$ cat config.mk
export PLATFORM = sky130hd
export DESIGN_NAME = pea_instr_controller
export DESIGN_NICKNAME = d
export VERILOG_FILES = /design/src/rtl/pea_instr_controller.sv
export SDC_FILE = /design/constraint.sdc
export NUM_CORES = 1
export LEC_CHECK = 0
export BUFFER_PORTS_ARGS = -buffer_cell sky130_fd_sc_hd__buf_2
export CORE_MARGIN = 3
export CORE_UTILIZATION = 45
export CTS_BUF_LIST = sky130_fd_sc_hd__clkbuf_4 sky130_fd_sc_hd__clkbuf_8
export CTS_CLUSTER_SIZE = 24
export DETAILED_ROUTE_END_ITERATION = 16
export GPL_TIMING_DRIVEN = 0
export PLACE_DENSITY = 0.8
export SYNTH_ARGS = -nofsm -noshare
export SYNTH_HDL_FRONTEND = slang
export SYNTH_SLANG_ARGS = --single-unit
$ cat constraint.sdc
create_clock -name clk -period 3 [get_ports clk]
set_input_delay 0.6 -clock clk [delete_from_list [all_inputs] [get_ports clk]]
set_output_delay 0.6 -clock clk [all_outputs]
set_load 0.02 [all_outputs]
$ cat src/rtl/pea_instr_controller.sv
// pea_instr_controller: single-issue instruction sequencer for the polynomial
// evaluation accelerator. Accepts one instruction, dispatches a start pulse to
// the STP/EVP/RST unit, waits for its done under a watchdog and returns a
// result/status response over a valid/ready handshake.
module pea_instr_controller #(
    parameter int unsigned TIMEOUT_CYCLES = 4096,
    parameter int unsigned CNT_W          = 16
) (
    input  logic             clk,
    input  logic             rst,
    input  logic             instr_valid,
    input  logic [31:0]      instr_data,
    output logic             instr_ready,
    output logic             start_stp,
    output logic             start_evp,
    output logic             start_rst,
    output logic [2:0]       cmd_A,
    output logic [4:0]       cmd_N,
    output logic [15:0]      cmd_x,
    input  logic             done_stp,
    input  logic             done_evp,
    input  logic             done_rst,
    input  logic [31:0]      status_stp,
    input  logic [31:0]      result_evp,
    input  logic [31:0]      status_evp,
    output logic             out_valid,
    output logic [31:0]      out_result,
    output logic [31:0]      out_status,
    input  logic             out_ready,
    output logic             busy,
    output logic [CNT_W-1:0] n_completed
);

    localparam int unsigned     WD_W    = (TIMEOUT_CYCLES > 2) ? $clog2(TIMEOUT_CYCLES) : 1;
    localparam logic [WD_W-1:0] WD_LAST = WD_W'(TIMEOUT_CYCLES - 1);

    localparam logic [31:0] ST_N_TOO_BIG = 32'h2;
    localparam logic [31:0] ST_BAD_OP    = 32'h3;
    localparam logic [31:0] ST_TIMEOUT   = 32'h4;

    typedef enum logic [2:0] {
        S_IDLE,
        S_DECODE,
        S_ISSUE,
        S_WAIT,
        S_RESPOND
    } state_t;

    typedef enum logic [1:0] {
        OP_STP = 2'b00,
        OP_EVP = 2'b01,
        OP_RST = 2'b10,
        OP_INV = 2'b11
    } op_t;

    state_t            r_state;
    state_t            w_state_next;
    op_t               r_op;
    logic [2:0]        r_A;
    logic [4:0]        r_N;
    logic [15:0]       r_x;
    logic [WD_W-1:0]   r_wd;
    logic [31:0]       r_res;
    logic [31:0]       r_stat;
    logic              r_start_stp;
    logic              r_start_evp;
    logic              r_start_rst;
    logic [CNT_W-1:0]  r_cnt;

    logic              w_accept;
    logic              w_capture;
    logic [31:0]       w_res_next;
    logic [31:0]       w_stat_next;
    logic              w_go_stp;
    logic              w_go_evp;
    logic              w_go_rst;
    logic              w_wd_clear;
    logic              w_wd_inc;
    logic              w_consume;
    logic              w_done_sel;
    logic              w_unused_reserved;

    assign w_unused_reserved = ^instr_data[21:16];

    // Select the done strobe of the unit the current instruction targets.
    always_comb begin
        w_done_sel = 1'b0;
        case (r_op)
            OP_STP:  w_done_sel = done_stp;
            OP_EVP:  w_done_sel = done_evp;
            OP_RST:  w_done_sel = done_rst;
            default: w_done_sel = 1'b0;
        endcase
    end

    // Next-state and per-state control decisions.
    always_comb begin
        w_state_next = r_state;
        w_accept     = 1'b0;
        w_capture    = 1'b0;
        w_res_next   = '0;
        w_stat_next  = '0;
        w_go_stp     = 1'b0;
        w_go_evp     = 1'b0;
        w_go_rst     = 1'b0;
        w_wd_clear   = 1'b0;
        w_wd_inc     = 1'b0;
        w_consume    = 1'b0;
        case (r_state)
            S_IDLE: begin
                if (instr_valid) begin
                    w_accept     = 1'b1;
                    w_state_next = S_DECODE;
                end
            end
            S_DECODE: begin
                if (r_op == OP_INV) begin
                    w_capture    = 1'b1;
                    w_stat_next  = ST_BAD_OP;
                    w_state_next = S_RESPOND;
                end else if ((r_op == OP_STP) && (r_N == 5'd31)) begin
                    w_capture    = 1'b1;
                    w_stat_next  = ST_N_TOO_BIG;
                    w_state_next = S_RESPOND;
                end else begin
                    w_state_next = S_ISSUE;
                end
            end
            S_ISSUE: begin
                w_go_stp     = (r_op == OP_STP);
                w_go_evp     = (r_op == OP_EVP);
                w_go_rst     = (r_op == OP_RST);
                w_wd_clear   = 1'b1;
                w_state_next = S_WAIT;
            end
            S_WAIT: begin
                // A done in the final watchdog cycle takes priority over recovery.
                if (w_done_sel) begin
                    w_capture = 1'b1;
                    case (r_op)
                        OP_STP: w_stat_next = status_stp;
                        OP_EVP: begin
                            w_res_next  = result_evp;
                            w_stat_next = status_evp;
                        end
                        default: w_stat_next = '0;
                    endcase
                    w_state_next = S_RESPOND;
                end else if (r_wd == WD_LAST) begin
                    w_capture    = 1'b1;
                    w_stat_next  = ST_TIMEOUT;
                    w_go_rst     = 1'b1;
                    w_state_next = S_RESPOND;
                end else begin
                    w_wd_inc = 1'b1;
                end
            end
            S_RESPOND: begin
                if (out_ready) begin
                    w_consume    = 1'b1;
                    w_state_next = S_IDLE;
                end
            end
            default: w_state_next = S_IDLE;
        endcase
    end

    // State register.
    always_ff @(posedge clk) begin
        if (rst) begin
            r_state <= S_IDLE;
        end else begin
            r_state <= w_state_next;
        end
    end

    // Command latch, watchdog, response capture, start pulses and counter.
    always_ff @(posedge clk) begin
        if (rst) begin
            r_op        <= OP_STP;
            r_A         <= '0;
            r_N         <= '0;
            r_x         <= '0;
            r_wd        <= '0;
            r_res       <= '0;
            r_stat      <= '0;
            r_start_stp <= 1'b0;
            r_start_evp <= 1'b0;
            r_start_rst <= 1'b0;
            r_cnt       <= '0;
        end else begin
            r_start_stp <= w_go_stp;
            r_start_evp <= w_go_evp;
            r_start_rst <= w_go_rst;
            if (w_accept) begin
                r_op <= op_t'(instr_data[31:30]);
                r_A  <= instr_data[29:27];
                r_N  <= instr_data[26:22];
                r_x  <= instr_data[15:0];
            end
            if (w_wd_clear) begin
                r_wd <= '0;
            end else if (w_wd_inc) begin
                r_wd <= r_wd + 1'b1;
            end
            if (w_capture) begin
                r_res  <= w_res_next;
                r_stat <= w_stat_next;
            end
            if (w_consume) begin
                r_cnt <= r_cnt + 1'b1;
            end
        end
    end

    // Every output is forced low while rst is asserted, including registered ones.
    assign instr_ready = (r_state == S_IDLE) && !rst;
    assign busy        = (r_state != S_IDLE) && !rst;
    assign out_valid   = (r_state == S_RESPOND) && !rst;
    assign start_stp   = r_start_stp && !rst;
    assign start_evp   = r_start_evp && !rst;
    assign start_rst   = r_start_rst && !rst;
    assign cmd_A       = rst ? '0 : r_A;
    assign cmd_N       = rst ? '0 : r_N;
    assign cmd_x       = rst ? '0 : r_x;
    assign out_result  = rst ? '0 : r_res;
    assign out_status  = rst ? '0 : r_stat;
    assign n_completed = rst ? '0 : r_cnt;

endmodule

==> run metrics, run 1 <==
hold buffer count at CTS=0; Top FF cell, synth=dfxtp_1; TritonCTS sink count=124; Final min period=2.87 ns; CP bufs+invs=5; post-route cell area=0.00772 mm^2; Leakage=0.00332 uW; Avg Cell Area, Syn=8.67 um^2; largest net degree at the start of global routing=17; Die Height=120 um; number of DRC markers in iteration 0=303; total core area=0.0124 mm^2; H-Tree Depth=4; clock skew=0.00979 ns; Net Count, Synth=810; Detail Route Antenna Nets=0; Port Buffer Count=238; layout overhead on the synthesized area=32.2%; drt wl/cell=15.4 um; clk buf depth=2; Clk Latency, worst-skew pair=0.43 ns; placed insts=1079; final slew viol count=0; Post-DP Area=0.00724 mm^2; Seq/Total Area, Yosys=42.5%; global-route wire length before repair=27000 um; max incr delay on CP=0.46 ns; Max-slew headroom=28.6%; outcome=complete, no violations; Inserted Diodes=0; synth warn=0; post-DR vias/cell=5.39; nature of the critical path endpoint=primary output; Worst VDD drop=0.314 mV; Synth cell types=51; Pre-antenna DRT Iters=7; All-Layer GR Usage=23.1%; critical path launch point type=primary input; gpl congestion=0.891; DRC errors left=0; power per standard cell area=503 mW/mm^2; dpl ws=-0.00515 ns; Final WS setup=0.132 ns; final hold vios=0; Crit path max-delay family=buffers and inverters; number of global-route vias before repair=5668; Die Width=120 um; Vias=5992; grt ovf=0; initial antenna violation count=0; die area=0.0144 mm^2; Tcrit/Tclk final=95.6%; starting density of the core=47.2%; Crit Path Max Fanout=10; WL final=17100 um; crit path kind=primary input to primary output; worst-margin pin slew=1.06 ns; crit path DAT=2.27 ns; # rows=40; crit path cell chain=buf_2 -> clkbuf_1 -> clkbuf_2 -> clkbuf_1 -> nor2_1 -> buf_2; Syn Inst Count=673; EDFF count, synth=0; Worst-path clk slew=0.08 ns; asr flop ratio synth=0%; total of max-cap violations=0; root buf cell=clkbuf_8; Layout fillers=1158; RSZ-0062 raised after global routing=no; final setup fails=0; synthesized area=0.00584 mm^2; hpwl dp=12800 um; Slowest cell on crit path=clkbuf_1; Fmax achieved=349 MHz; cts bufs inserted=17; post-layout total power=3880 uW; # IOs=245; layout cells sized above 1=30.9%; Post-Layout Cell Count=1111; post-synthesis register bit count=124; Final #Nets=1067; Worst Hold Class=primary input to flop; Req. time, crit path=2.40 ns; CTS tree=built
cells by family after synthesis:
logic type	Yosys count	share of synthesized area, %
buffers and inverters	63	4.84
AND/OR/NAND/NOR	275	25.7
flip-flops	124	42.5
multiplexers	39	6.84
adder cells (fa/ha/maj)	2	0.429
AO/OA/AOI/OAI	161	18.3
XOR/XNOR	9	1.35
synthesized netlist by cell type, types with 2 or more instances:
library cell    n  area share, %
nand2_1        73            4.7
ha_1            2           0.43
a21oi_1        41            3.5
and4_1          3           0.45
nand4_1         6           0.64
nand3_1        16            1.4
buf_2           7           0.60
clkbuf_1       44            2.8
a31oi_1         2           0.21
nor3b_1         3           0.39
buf_1           5           0.32
inv_1           2           0.13
nor3_1          6           0.51
o31ai_1         7           0.90
a32o_1         33            5.7
and2_1          3           0.32
or4_1          10            1.3
nor2b_1       108             12
o21ai_0        36            3.1
o22ai_1        29            3.1
xor2_1          4           0.60
and3_1          3           0.32
nor4_1          8           0.86
buf_6           5           0.96
mux2_2          3           0.58
or2_2           2           0.21
mux2i_1        35            6.0
dfxtp_1       124             43
xnor2_1         5           0.75
nand2b_1        3           0.32
or3_1           7           0.75
nor2_1         19            1.2
flip-flops by register name, indices dropped and copies added, names as in the netlist:
register	flops
r_A	3
r_N	5
r_cnt	16
r_op	2
r_res	32
r_start_evp	1
r_start_rst	1
r_start_stp	1
r_stat	32
r_state	3
r_wd	12
r_x	16
power by group:
part	switching, uW	internal (uW)
Clock	660	1080
Combinational	265	179
Sequential	18.1	1680
cell usage in the layout, fill, tap and decap left out, types with 3 or more instances in the layout:
cell type,instances
clkbuf_1,42
a21oi_1,41
clkbuf_8,20
nor4_1,8
or3_1,7
nand4_1,6
nand3_1,16
and2_1,3
mux2_2,3
o31ai_1,7
dfxtp_1,124
clkinvlp_4,3
nand2_1,73
o22ai_1,29
nor3b_1,3
xor2_1,4
bufinv_16,5
and3_1,3
xnor2_1,5
nor3_1,6
o21ai_0,36
mux2i_1,35
and4_1,3
buf_6,5
nor2b_1,108
buf_2,245
nor2_1,19
nand2b_1,3
or4_1,10
a32o_1,33
buf_1,5
through the flow:
stage	util [%]	TNS (ns)	hold WS (ns)
2_1_floorplan	-	0	0.432
3_3_place_gp	58.6	0	0.437
3_5_place_dp	58.6	-0.00515	0.442
4_1_cts	62.4	0	0.352
5_1_grt	62.4	0	0.359
6_report	62.4	0	0.372
metal layers:
layer  wire [um]  vias to the layer above  track usage, %
met2        8420                      233            39.7
li1            -                     2927               -
met3        1160                       40            6.64
met4         394                        0            8.59
met1        7090                     2792            27.3
met5           0                        -               0
final cells by class:
type	instances	area [um^2]	share of cell area, %
Inverter	2	7.51	0.0973
Clock inverter	10	186	2.42
Multi-Input combinational cell	486	3070	39.8
Buffer	61	278	3.60
Timing Repair Buffer	238	1190	15.4
Clock buffer	22	290	3.76
Sequential cell	124	2480	32.2
Tap cell	168	210	2.72
repair_timing:
item	4_1_cts	5_1_grt
gates resized for setup	0	4
setup buffers	0	0
endpoints found under the setup margin	0	15
path summary, 6_finish.rpt:
kind / startpoint / to / slack, ns / cells after the start
setup / recovery: rst / busy / 0.13 / 6
hold / removal: result_evp[26] / r_res[26] / 0.37 / 2
setup reg to reg: r_op[1] / r_res[29] / 0.66 / 7
hold reg to reg: r_x[14] / r_x[14] / 0.45 / 2
Note: power is estimated with default switching activity, not from simulation.
==> run 2, diff against run 1 <==
--- a/config.mk
+++ b/config.mk
@@ -6,13 +6,16 @@
 export NUM_CORES = 1
 export LEC_CHECK = 0
 export BUFFER_PORTS_ARGS = -buffer_cell sky130_fd_sc_hd__buf_2
-export CORE_MARGIN = 3
-export CORE_UTILIZATION = 45
+export CELL_PAD_IN_SITES_DETAIL_PLACEMENT = 1
+export CELL_PAD_IN_SITES_GLOBAL_PLACEMENT = 1
+export CORE_MARGIN = 2
+export CORE_UTILIZATION = 38
 export CTS_BUF_LIST = sky130_fd_sc_hd__clkbuf_4 sky130_fd_sc_hd__clkbuf_8
 export CTS_CLUSTER_SIZE = 24
 export DETAILED_ROUTE_END_ITERATION = 16
 export GPL_TIMING_DRIVEN = 0
-export PLACE_DENSITY = 0.8
+export PLACE_DENSITY = 0.91
+export SETUP_SLACK_MARGIN = 0.15
 export SYNTH_ARGS = -nofsm -noshare
 export SYNTH_HDL_FRONTEND = slang
 export SYNTH_SLANG_ARGS = --single-unit
==> run metrics, run 2 (synthesized netlist as in run 1, its figures left out) <==
# rows=45 (+13%); grt ovf=0 (unchanged); drt wl/cell=17.2 um (+12%); crit path kind=primary input to primary output; RSZ-0062 raised after global routing=no; most frequent cells in the layout=buf_2, dfxtp_1, nor2b_1; Slowest cell on crit path=clkbuf_1; Inserted Diodes=0 (unchanged); TritonCTS sink count=124 (unchanged); Final min period=2.68 ns (-0.193 ns); commonest non-fill, non-tap cell in the layout=buf_2; root buf cell=clkbuf_8; power per standard cell area=496 mW/mm^2 (-1.4%); clk buf depth=2 (unchanged); total core area=0.0151 mm^2 (+22%); Clk Latency, worst-skew pair=0.45 ns (+0.02 ns); crit path DAT=2.08 ns (-0.19 ns); worst-margin pin slew=1.09 ns (+0.0256 ns); Vias=6044 (+0.87%); cts bufs inserted=17 (unchanged); Die Height=128 um (+6.7%); Leakage=0.00332 uW (about the same); Reg2Reg Setup Slack=0.53 ns (-0.13 ns); Layout fillers=1919 (+66%); Pre-antenna DRT Iters=6 (-1); total of max-cap violations=0 (unchanged); Post-DP Area=0.00726 mm^2 (+0.35%); hpwl dp=14300 um (+12%); nature of the critical path endpoint=primary output; number of DRC markers in iteration 0=152 (-50%); Final WS setup=0.325 ns (+0.193 ns); initial antenna violation count=0 (unchanged); H-Tree Depth=4 (unchanged); outcome=complete, no violations; final slew viol count=0 (unchanged); Detail Route Antenna Nets=0 (unchanged); Crit Path Max Fanout=10 (unchanged); starting density of the core=38.7% (-8.5 points); Worst-path clk slew=0.08 ns (about the same); critical path launch point type=primary input; WL final=19400 um (+14%); final setup fails=0 (unchanged); post-route cell area=0.00772 mm^2 (about the same); number of global-route vias before repair=6101 (+7.6%); FF+latch area=0.00248 mm^2 (unchanged); Largest regs=r_res: 32 flops, r_stat: 32 flops; DRC errors left=0 (unchanged); die area=0.0164 mm^2 (+14%); Tcrit/Tclk final=89.2% (-6.4 points); All-Layer GR Usage=23.5% (+0.42 points); Worst Hold Class=primary input to flop; hold wc startpoint=result_evp[13]; CTS tree=built; layout cells sized above 1=31.0% (+0.11 points); Fmax achieved=374 MHz (+7.2%); largest net degree at the start of global routing=17 (unchanged); crit path cell chain=buf_2 -> clkbuf_2 -> clkbuf_2 -> clkbuf_1 -> nor2_1 -> buf_2; dpl ws=-0.114 ns (-0.109 ns); clock skew=0.0120 ns (+0.00220 ns); gpl congestion=0.791 (-11%); Worst VDD drop=0.309 mV (-1.6%); Die Width=128 um (+6.7%); max incr delay on CP=0.40 ns (-0.06 ns); final hold vios=0 (unchanged); layout overhead on the synthesized area=32.3% (about the same); crit path from=rst; WHS=0.359 ns (-0.0133 ns); post-DR vias/cell=5.34 (-0.92%); Port Buffer Count=238 (unchanged); Max-slew headroom=26.9% (-1.7 points); # IOs=245 (unchanged); Final #Nets=1067 (unchanged); Req. time, crit path=2.40 ns (about the same); Reg-to-Reg Start=r_op[1]; final setup TNS=0 ns (unchanged); global-route wire length before repair=30400 um (+12%); Multi-input gate area=0.00307 mm^2 (unchanged)
run 2: path summary, 6_finish.rpt:
path,end,depth (start not counted)
max,busy,6
min,r_res[13],2
max reg2reg,r_res[29],7
min reg2reg,r_x[6],2
run 2: layout make-up:
| type | count | share of cell area, % |
|---|---|---|
| Clock inverter | 10 | 2.11 |
| Sequential cell | 124 | 32.2 |
| Buffer | 61 | 3.61 |
| Inverter | 2 | 0.0972 |
| Tap cell | 188 | 3.05 |
| Timing Repair Buffer | 238 | 15.4 |
| Clock buffer | 22 | 3.76 |
| Multi-Input combinational cell | 486 | 39.8 |
run 2: per-layer routing:
metal,global-route usage [%],wire length (um),up-vias,share of wire [%]
met3,6.05,999,35,5.1
met2,42.4,9930,175,51
met5,0,0,-,0
li1,-,-,2920,-
met1,26.5,8010,2914,41
met4,9.18,507,0,2.6
run 2: repair_timing:
action                     4_1_cts  5_1_grt
gates resized for setup          2        2
hold buffers                     0        0
setup endpoints to repair       15       14
setup buffers                    0        0
run 2: critical path: cells and delay by family:
kind	cells	cell delay, ns
buf+inv	5	1.33
simple gates	1	0.14
run 2: stage by stage:
stage          std cells  utilization (%)  power (uW)
2_1_floorplan        673                -        2000
5_1_grt             1131             51.2        3990
6_report            1131             51.2        3830
4_1_cts             1131             51.2        3860
3_5_place_dp        1099             48.1        2190
3_3_place_gp        1099             48.1        2180
run 2: power breakdown:
group	switching [uW]	leakage (uW)	internal, uW
clock network	679	0.000226	990
logic	275	0.00209	179
registers	19.0	0.00100	1680
total	973	0.00332	2850
